[config.mk]
export PLATFORM = sky130hd
export DESIGN_NAME = alu_mc
export DESIGN_NICKNAME = d
export VERILOG_FILES = /design/src/rtl/alu_mc.sv
export SDC_FILE = /design/constraint.sdc
export NUM_CORES = 1
export LEC_CHECK = 0
export CAP_MARGIN = 15
export CORE_MARGIN = 2
export CORE_UTILIZATION = 45
export CTS_BUF_LIST = sky130_fd_sc_hd__clkbuf_8
export DETAILED_ROUTE_END_ITERATION = 7
export GPL_TIMING_DRIVEN = 0
export PLACE_DENSITY = 0.63
export SYNTH_ARGS = -nofsm -noshare
export SYNTH_HDL_FRONTEND = slang
export SYNTH_SLANG_ARGS = --single-unit
[constraint.sdc]
create_clock -name clk -period 4.3 [get_ports clk]
set_input_delay 0.645 -clock clk [delete_from_list [all_inputs] [get_ports clk]]
set_output_delay 0.645 -clock clk [all_outputs]
set_load 0.01 [all_outputs]
[src/rtl/alu_mc.sv]
// Multi-cycle ALU for the execute stage: single-cycle logic/arith ops plus
// iterative unsigned multiply (shift-add) and divide (restoring) behind valid/ready.
module alu_mc #(
  parameter int WIDTH = 32
) (
  input  logic             clk,
  input  logic             rst_n,
  input  logic             in_valid,
  output logic             in_ready,
  input  logic [WIDTH-1:0] a,
  input  logic [WIDTH-1:0] b,
  input  logic [3:0]       func,
  output logic             out_valid,
  input  logic             out_ready,
  output logic [WIDTH-1:0] res,
  output logic [WIDTH-1:0] res_hi,
  output logic             isZero,
  output logic             div_by_zero
);

  localparam int CNT_W = $clog2(WIDTH);

  localparam logic [3:0] F_ADD  = 4'd0;
  localparam logic [3:0] F_SUB  = 4'd1;
  localparam logic [3:0] F_AND  = 4'd2;
  localparam logic [3:0] F_OR   = 4'd3;
  localparam logic [3:0] F_SLT  = 4'd4;
  localparam logic [3:0] F_LUI  = 4'd5;
  localparam logic [3:0] F_XOR  = 4'd6;
  localparam logic [3:0] F_NOR  = 4'd7;
  localparam logic [3:0] F_SLTU = 4'd8;
  localparam logic [3:0] F_MULU = 4'd9;
  localparam logic [3:0] F_DIVU = 4'd10;

  typedef enum logic [1:0] {
    IDLE = 2'd0,
    BUSY = 2'd1,
    DONE = 2'd2
  } state_t;

  state_t             r_state;
  state_t             w_state_nxt;
  logic [CNT_W-1:0]   r_cnt;
  logic [WIDTH-1:0]   r_hi;
  logic [WIDTH-1:0]   r_lo;
  logic [WIDTH-1:0]   r_opnd;
  logic               r_is_div;
  logic [WIDTH-1:0]   r_res;
  logic [WIDTH-1:0]   r_res_hi;
  logic               r_zero;
  logic               r_dbz;

  logic               w_accept;
  logic               w_long;
  logic               w_last;
  logic               w_load_simple;
  logic               w_load_long;
  logic [WIDTH-1:0]   w_simple;
  logic [WIDTH:0]     w_mul_sum;
  logic [WIDTH-1:0]   w_mul_hi;
  logic [WIDTH-1:0]   w_mul_lo;
  logic [WIDTH:0]     w_div_shift;
  logic [WIDTH:0]     w_div_trial;
  logic               w_div_ok;
  logic [WIDTH-1:0]   w_div_hi;
  logic [WIDTH-1:0]   w_div_lo;
  logic [WIDTH-1:0]   w_long_res;
  logic [WIDTH-1:0]   w_long_hi;

  function automatic logic [WIDTH-1:0] f_simple(input logic [3:0] f,
                                                input logic [WIDTH-1:0] x,
                                                input logic [WIDTH-1:0] y);
    logic signed [WIDTH-1:0] xs;
    logic signed [WIDTH-1:0] ys;
    logic [WIDTH-1:0]        r;
    xs = x;
    ys = y;
    r  = '0;
    case (f)
      F_ADD:   r = x + y;
      F_SUB:   r = x - y;
      F_AND:   r = x & y;
      F_OR:    r = x | y;
      F_SLT:   r = {{(WIDTH-1){1'b0}}, (xs < ys)};
      F_LUI:   r = y << (WIDTH/2);
      F_XOR:   r = x ^ y;
      F_NOR:   r = ~(x | y);
      F_SLTU:  r = {{(WIDTH-1){1'b0}}, (x < y)};
      default: r = '0;
    endcase
    return r;
  endfunction

  assign w_long        = (func == F_MULU) || (func == F_DIVU);
  assign in_ready      = (r_state == IDLE) || ((r_state == DONE) && out_ready);
  assign w_accept      = in_valid && in_ready;
  assign w_last        = (r_cnt == CNT_W'(WIDTH-1));
  assign w_load_simple = w_accept && !w_long;
  assign w_load_long   = (r_state == BUSY) && w_last;
  assign w_simple      = f_simple(func, a, b);

  // Multiply step: r_hi accumulates, r_lo holds the multiplier shifting out LSB first
  assign w_mul_sum = {1'b0, r_hi} + (r_lo[0] ? {1'b0, r_opnd} : {(WIDTH+1){1'b0}});
  assign w_mul_hi  = w_mul_sum[WIDTH:1];
  assign w_mul_lo  = {w_mul_sum[0], r_lo[WIDTH-1:1]};

  // Divide step: r_hi is the partial remainder, r_lo shifts dividend out / quotient in
  assign w_div_shift = {r_hi, r_lo[WIDTH-1]};
  assign w_div_trial = w_div_shift - {1'b0, r_opnd};
  assign w_div_ok    = !w_div_trial[WIDTH];
  assign w_div_hi    = w_div_ok ? w_div_trial[WIDTH-1:0] : w_div_shift[WIDTH-1:0];
  assign w_div_lo    = {r_lo[WIDTH-2:0], w_div_ok};

  assign w_long_res = r_is_div ? w_div_lo : w_mul_lo;
  assign w_long_hi  = r_is_div ? w_div_hi : w_mul_hi;

  always_comb begin
    w_state_nxt = r_state;
    case (r_state)
      IDLE: begin
        if (w_accept) w_state_nxt = w_long ? BUSY : DONE;
      end
      BUSY: begin
        if (w_last) w_state_nxt = DONE;
      end
      DONE: begin
        if (out_ready) begin
          if (w_accept) w_state_nxt = w_long ? BUSY : DONE;
          else          w_state_nxt = IDLE;
        end
      end
      default: w_state_nxt = IDLE;
    endcase
  end

  always_ff @(posedge clk or negedge rst_n) begin
    if (!rst_n) r_state <= IDLE;
    else        r_state <= w_state_nxt;
  end

  // Iteration datapath: loaded at accept, no reset needed
  always_ff @(posedge clk) begin
    if (w_accept && w_long) begin
      r_cnt    <= '0;
      r_hi     <= '0;
      r_is_div <= (func == F_DIVU);
      r_lo     <= (func == F_DIVU) ? a : b;
      r_opnd   <= (func == F_DIVU) ? b : a;
    end else if (r_state == BUSY) begin
      r_cnt <= r_cnt + CNT_W'(1);
      r_hi  <= w_long_hi;
      r_lo  <= w_long_res;
    end
  end

  // Result registers: updated only on entry to DONE
  always_ff @(posedge clk or negedge rst_n) begin
    if (!rst_n) begin
      r_res    <= '0;
      r_res_hi <= '0;
      r_zero   <= 1'b0;
      r_dbz    <= 1'b0;
    end else if (w_load_simple) begin
      r_res    <= w_simple;
      r_res_hi <= '0;
      r_zero   <= (w_simple == '0);
      r_dbz    <= 1'b0;
    end else if (w_load_long) begin
      r_res    <= w_long_res;
      r_res_hi <= w_long_hi;
      r_zero   <= (w_long_res == '0);
      r_dbz    <= r_is_div && (r_opnd == '0);
    end
  end

  assign out_valid   = (r_state == DONE);
  assign res         = r_res;
  assign res_hi      = r_res_hi;
  assign isZero      = r_zero;
  assign div_by_zero = r_dbz;

endmodule

---- Yosys cells after proc, flatten, opt, wreduce, memory -nomap -nowiden ----
Cells that the tools add are included.
word-level totals
  register bits ........................... 170
  input bits .............................. 72
  output and inout bits ................... 68
  word-level logic and storage cells ...... 78
operators by class
  add/sub/neg operators ................... 5
  magnitude comparators ................... 2
  eq/ne operators ......................... 16
  mux-type cells .......................... 23
  bitwise gates (word level) .............. 4
  reductions and logical operators ........ 18
operator list
  kind                                                 number
  two-way mux 32 bit                                   12
  case mux 32 bit (9 select lines)                     1
  zero test 32 bit                                     3
  less-than comparator 32 bit                          2
  adder 32 x 32 -> 33 bit                              1
  subtractor 33 x 32 -> 33 bit                         1
  adder 32 bit                                         1
  bitwise AND 32 bit                                   1
  inverter 32 bit                                      1
  OR 32 bit                                            1
  subtractor 32 bit                                    1
  XOR 32 bit                                           1
  equality test 4 x 3 -> 1 bit, second input constant  4
  equality test 4 bit, second input constant           3
  two-way mux 2 bit                                    5
  equality test 4 x 2 -> 1 bit, second input constant  2
  logical AND 1 bit                                    6
  case mux 2 bit (3 select lines)                      1
  adder 5 x 1 -> 5 bit, second input constant          1
  equality test 5 bit, second input constant           1
  equality test 4 x 1 -> 1 bit, second input constant  1
  zero test 4 bit                                      1
  two-way mux 1 bit                                    4
  inequality test 2 bit, second input constant         2
  8 further kinds                                      11

---- Depth between registers and ports, before layout ----
  depth after elaboration ................. 7
  mapped depth ............................ 17
  depth with buffers taken out ............ 16

---- Least setup slack after synthesis ----
OpenSTA, ideal clock, no wires.
  path kind ............................... input port to flip-flop
  start ................................... in func[1]
  end ..................................... reg r_lo[0] (enable)
  setup time .............................. 0.387 ns
  data arrival time ....................... 3.797 ns
  data required time ...................... 3.913 ns
  setup slack ............................. 0.115 ns
  cell stages on the path ................. 10
  path buffers ............................ 3
  cells stage by stage .................... clkbuf_1 -> buf_1 -> nor2b_1 -> o21ai_0 -> inv_1 -> nand3_1 -> inv_1 -> nor2_1 -> clkbuf_1 -> inv_1
between the ends
  cells in the longest elaborated chain, start to end .. 4
  elaborated cells on any way between the ends .. 5
  classes of those cells .................. eq/ne: 2; reduce/logical: 3
RTL lines
  element                         line  RTL
  from (decl)                     12    input logic [3:0] func,
  equality test 4 bit             94    assign w_long = (func == F_MULU) || (func == F_DIVU);
  logical OR 1 bit *              94
  logical AND 1 bit *             143   if (w_accept && w_long) begin
  nonzero test 2 bit (no line) *  --
  to (signal assigned)            147   r_lo <= (func == F_DIVU) ? a : b;
  to (signal assigned)            152   r_lo <= w_long_res;
  to (decl)                       45    logic [WIDTH-1:0] r_lo;
Every way passes the cells marked *; elsewhere a longest branch is shown, timed or not.
A chain may end at the register's enable or synchronous reset.

---- Worst setup path in the final report ----
  start ................................... in b[10]
  end ..................................... reg r_zero, in the netlist isZero
between the ends
  cells in the longest elaborated chain, start to end .. 5
  elaborated cells on any way between the ends .. 11
  classes of those cells .................. add/sub: 2; order compare: 2; mux: 2; bitwise: 4; reduce/logical: 1
RTL lines
  element                                                                    line  RTL
  from (decl)                                                                11    input logic [WIDTH-1:0] b,
  parallel branches: the longest is 2 deep, another holds subtractor 32 bit  --
  case mux 32 bit (9 select lines) *                                         79    case (f)
  zero test 32 bit *                                                         166   r_zero <= (w_simple == '0);
  two-way mux 1 bit *                                                        163   end else if (w_load_simple) begin
  to (signal assigned)                                                       166
  to (signal assigned)                                                       171   r_zero <= (w_long_res == '0);
  to (decl)                                                                  50    logic r_zero;
Every way passes the cells marked *.

==> run_results.csv <==
group,metric,value,unit
synthesis,yosysSeqAreaShare,25.63,%
timing,fmax,0.2310,GHz
synthesis,syn_inst,2207,
die,die_area,39670,um^2
placement,gp_congestion,1.003,
synthesis,ys.flop_type,"dfrtp_1",
synthesis,synthTopCellsByArea,"ha_1 12%, edfxtp_1 11%, dfrtp_1 9.9%",
timing,finalHoldViolations,0,
placement,place_area,19240,um^2
route,drt_iter0_markers,1963,
power_and_ir_drop,peakVddDrop,0.2451,mV
worst_hold_path,min_to,"r_cnt[4]$_SDFFE_PP0P_",
die,rows,71,
synthesis,synth.distinct_cells,87,
placement,io_buffers,137,
synthesis,synth_top_area_share,11.82,%
critical_path,criticalPathCategory,"input pin to register",
placement,post-place-ws,-1.597,ns
synthesis,yosys.area.top_type,"ha_1",
status,violations,"setup timing",
grt,grt_overflow,0,
cts,htree_num_levels,4,
timing,min_period,4.329,ns
critical_path,startpoint_type,"input pin",
timing,finalCritPeriodShare,100.7,%
die,die_w,199.2,um
layout,fin_area,20180,um^2
synthesis,avgSynthCellArea,7.768,um^2
critical_path,regToRegSetupSlack,0.18,ns
critical_path,r2r.worst_path.cells,16,
route,dr.pass1.iters,6,
cts,cts-buffers-inserted,17,
timing,worstMarginPinSlew,1.081,ns
route,vias,18660,
layout,num-nets-final,2610,
worst_hold_path,hold_path.class,"register to register",
timing,skew,0.01330,ns
route,routed_wl,74700,um
power_and_ir_drop,leakagePower,8.623,nW
synthesis,synth_edf_count,65,
critical_path,cp_slowest_cell,"or4_1",
critical_path,cp_max_fo,6,
cts,path_clk_slew,0.09,ns
synthesis,netlist_area,17140,um^2
layout,layout_commonest_cell,"nand2_1",
critical_path,crit_required,4.70,ns
grt,grt_pass1_vias,18180,
route,wl_per_cell,25.79,um
grt,antenna_found_initial,1,
power_and_ir_drop,power_density,385.7,nW/um^2
die,core,37580,um^2
cts,cts_sinks,170,
layout,final_cell_mix,"200 x nand2_1, 189 x nor2_1, 180 x a21oi_1",
grt,grt_max_degree,67,
grt,grt_pass1_wl,110700,um
layout,area_growth,17.72,%
cts,cts_buffer_depth,2,
synthesis,yosys_warnings,0,
route,via_per_inst,6.441,
timing,rsz0062_at_grt,"true",
worst_hold_path,hold_start,"r_cnt[4]$_SDFFE_PP0P_",
critical_path,crit_path_end_kind,"register",
die,start_util,45.62,%
die,num_io_pins,140,
synthesis,synth_seq_cells,170,
timing,slew_headroom,27.90,%
critical_path,arrival,4.73,ns
route,drc,0,
timing,layout_setup_ws,-0.02899,ns
synthesis,synth_nets,2445,
critical_path,r2r-end,"res_hi[20]$_DFFE_PN0P_",
critical_path,cp_cell_sequence,"dlygate4sd2_1 > inv_1 > ha_4 > nand3_1 > a2111oi_4 > a21oi_4 > a221oi_4 > a31oi_4 > a21oi_1 > o211ai_1 > or4_1 > nor4_2 > nand4_1 > o31ai_1",
placement,dp_hpwl,59480,um
status,status,"complete, but fails checks",
critical_path,critPathMaxStageDelay,0.61,ns
timing,slew_viol_final,0,
timing,setup_viol,1,
layout,fill_cells,3717,
layout,drive_above_1_share,7.044,%
cts,cts-root-buf,"clkbuf_8",
critical_path,r2r_start,"r_lo[31]$_DFFE_PP_",
cts,cts_tree,"built",
grt,grtUsageTotal,37.48,%
die,fp.dieH,199.2,um
cts,clk_latency,0.49,ns
route,drtAntennaViolNets,0,
timing,holdWs,0.4691,ns
worst_hold_path,whs_path_depth,2,
synthesis,synthArstFlopShare,40.00,%
job,cap_violations,0,
==> critical path, delay by kind of cell <==
family                   cells  cell delay, ns
AO/OA/AOI/OAI                7            1.80
AND/OR/NAND/NOR              4            1.19
adder cells (fa/ha/maj)      1            0.35
buffers and inverters        2            0.74
==> cells by family (layout without fill, tap and decap cells) <==
group / count (synthesis) / in the layout / synth area share (%)
compound gates: 762 / 762 / 29.73
simple gates: 705 / 705 / 19.33
buf+inv: 282 / 460 / 6.276
flops: 170 / 170 / 25.63
fa+ha+maj: 166 / 166 / 12.29
mux: 67 / 67 / 3.941
xor+xnor: 55 / 55 / 2.810
other cells: 0 / 1 / 0
==> state kept, by name (all words and copies together) (netlist names) <==
register	cells
r_cnt	5
res_hi	32
isZero	1
r_hi	32
r_lo	32
res	32
r_opnd	32
div_by_zero	1
r_state	2
r_is_div	1
==> where the power goes <==
group | total [mW] | switching (mW) | internal [mW]
registers | 2.24 | 0.297 | 1.95
clock network | 1.12 | 0.646 | 0.472
logic | 4.42 | 2.65 | 1.77
total | 7.78 | 3.60 | 4.19
==> through the flow <==
step	setup TNS (ns)	cells	util, %	power, mW
2_1_floorplan	0	2207	-	5.024
3_3_place_gp	-102.78	2855	50.97	6.341
3_5_place_dp	-85.37	2858	51.20	6.400
4_1_cts	-0.1201	2891	52.91	7.606
5_1_grt	-0.1166	2896	53.70	8.247
6_report	-0.02899	2897	53.71	7.785
==> area by class of cell <==
cell class | instances | area (um^2) | share of cell area [%]
antenna | 1 | 2.502 | 0.01240
inverter | 155 | 589.3 | 2.920
multi-input combinational | 1755 | 12160 | 60.27
sequential | 170 | 4394 | 21.77
clock buffer | 18 | 247.7 | 1.228
timing repair buffer | 153 | 1531 | 7.588
clock inverter | 14 | 118.9 | 0.5890
tap | 511 | 639.4 | 3.168
buffer | 120 | 495.5 | 2.455
==> routing by layer <==
| metal | vias up | track usage [%] | wire length, um |
|---|---|---|---|
| li1 | 8482 | - | - |
| met1 | 8995 | 47.62 | 30650 |
| met2 | 963 | 61.44 | 34260 |
| met3 | 219 | 5.789 | 5479 |
| met4 | 0 | 19.51 | 4310 |
| met5 | - | 0 | 0 |
==> how the worst max path moves through the flow <==
stage	startpoint	end	slack, ns	cells past startpoint
finish	b[10]	isZero$_DFFE_PN0P_	-0.03	14
CTS	a[0]	isZero$_DFFE_PN0P_	-0.12	17
global route	a[10]	isZero$_DFFE_PN0P_	-0.12	14
global placement	func[2]	r_lo[29]$_DFFE_PP_	-1.63	11
detailed placement	b[0]	isZero$_DFFE_PN0P_	-1.60	13
floorplan	func[1]	r_lo[0]$_DFFE_PP_	0.12	10
==> Yosys cell counts, types with 48 or more instances <==
cell      count
dfrtp_1      68
edfxtp_1     65
clkbuf_1    110
ha_1        162
a211oi_1     62
a21o_1       57
nand3_1      86
o21ai_0     158
nor3_1       48
nor2_1      192
nand2_1     201
mux2i_1      63
inv_1       151
a21oi_1     189
==> what timing repair did <==
action                                  in CTS  in global routing
hold buffers                                 1                  0
hold endpoints to repair                     2                  0
endpoints found under the setup margin     110                 57
pin swaps                                    4                  7
gates resized for setup                     82                 80
setup buffers                                6                  6
No activity file was read; power rests on OpenSTA's default activity.
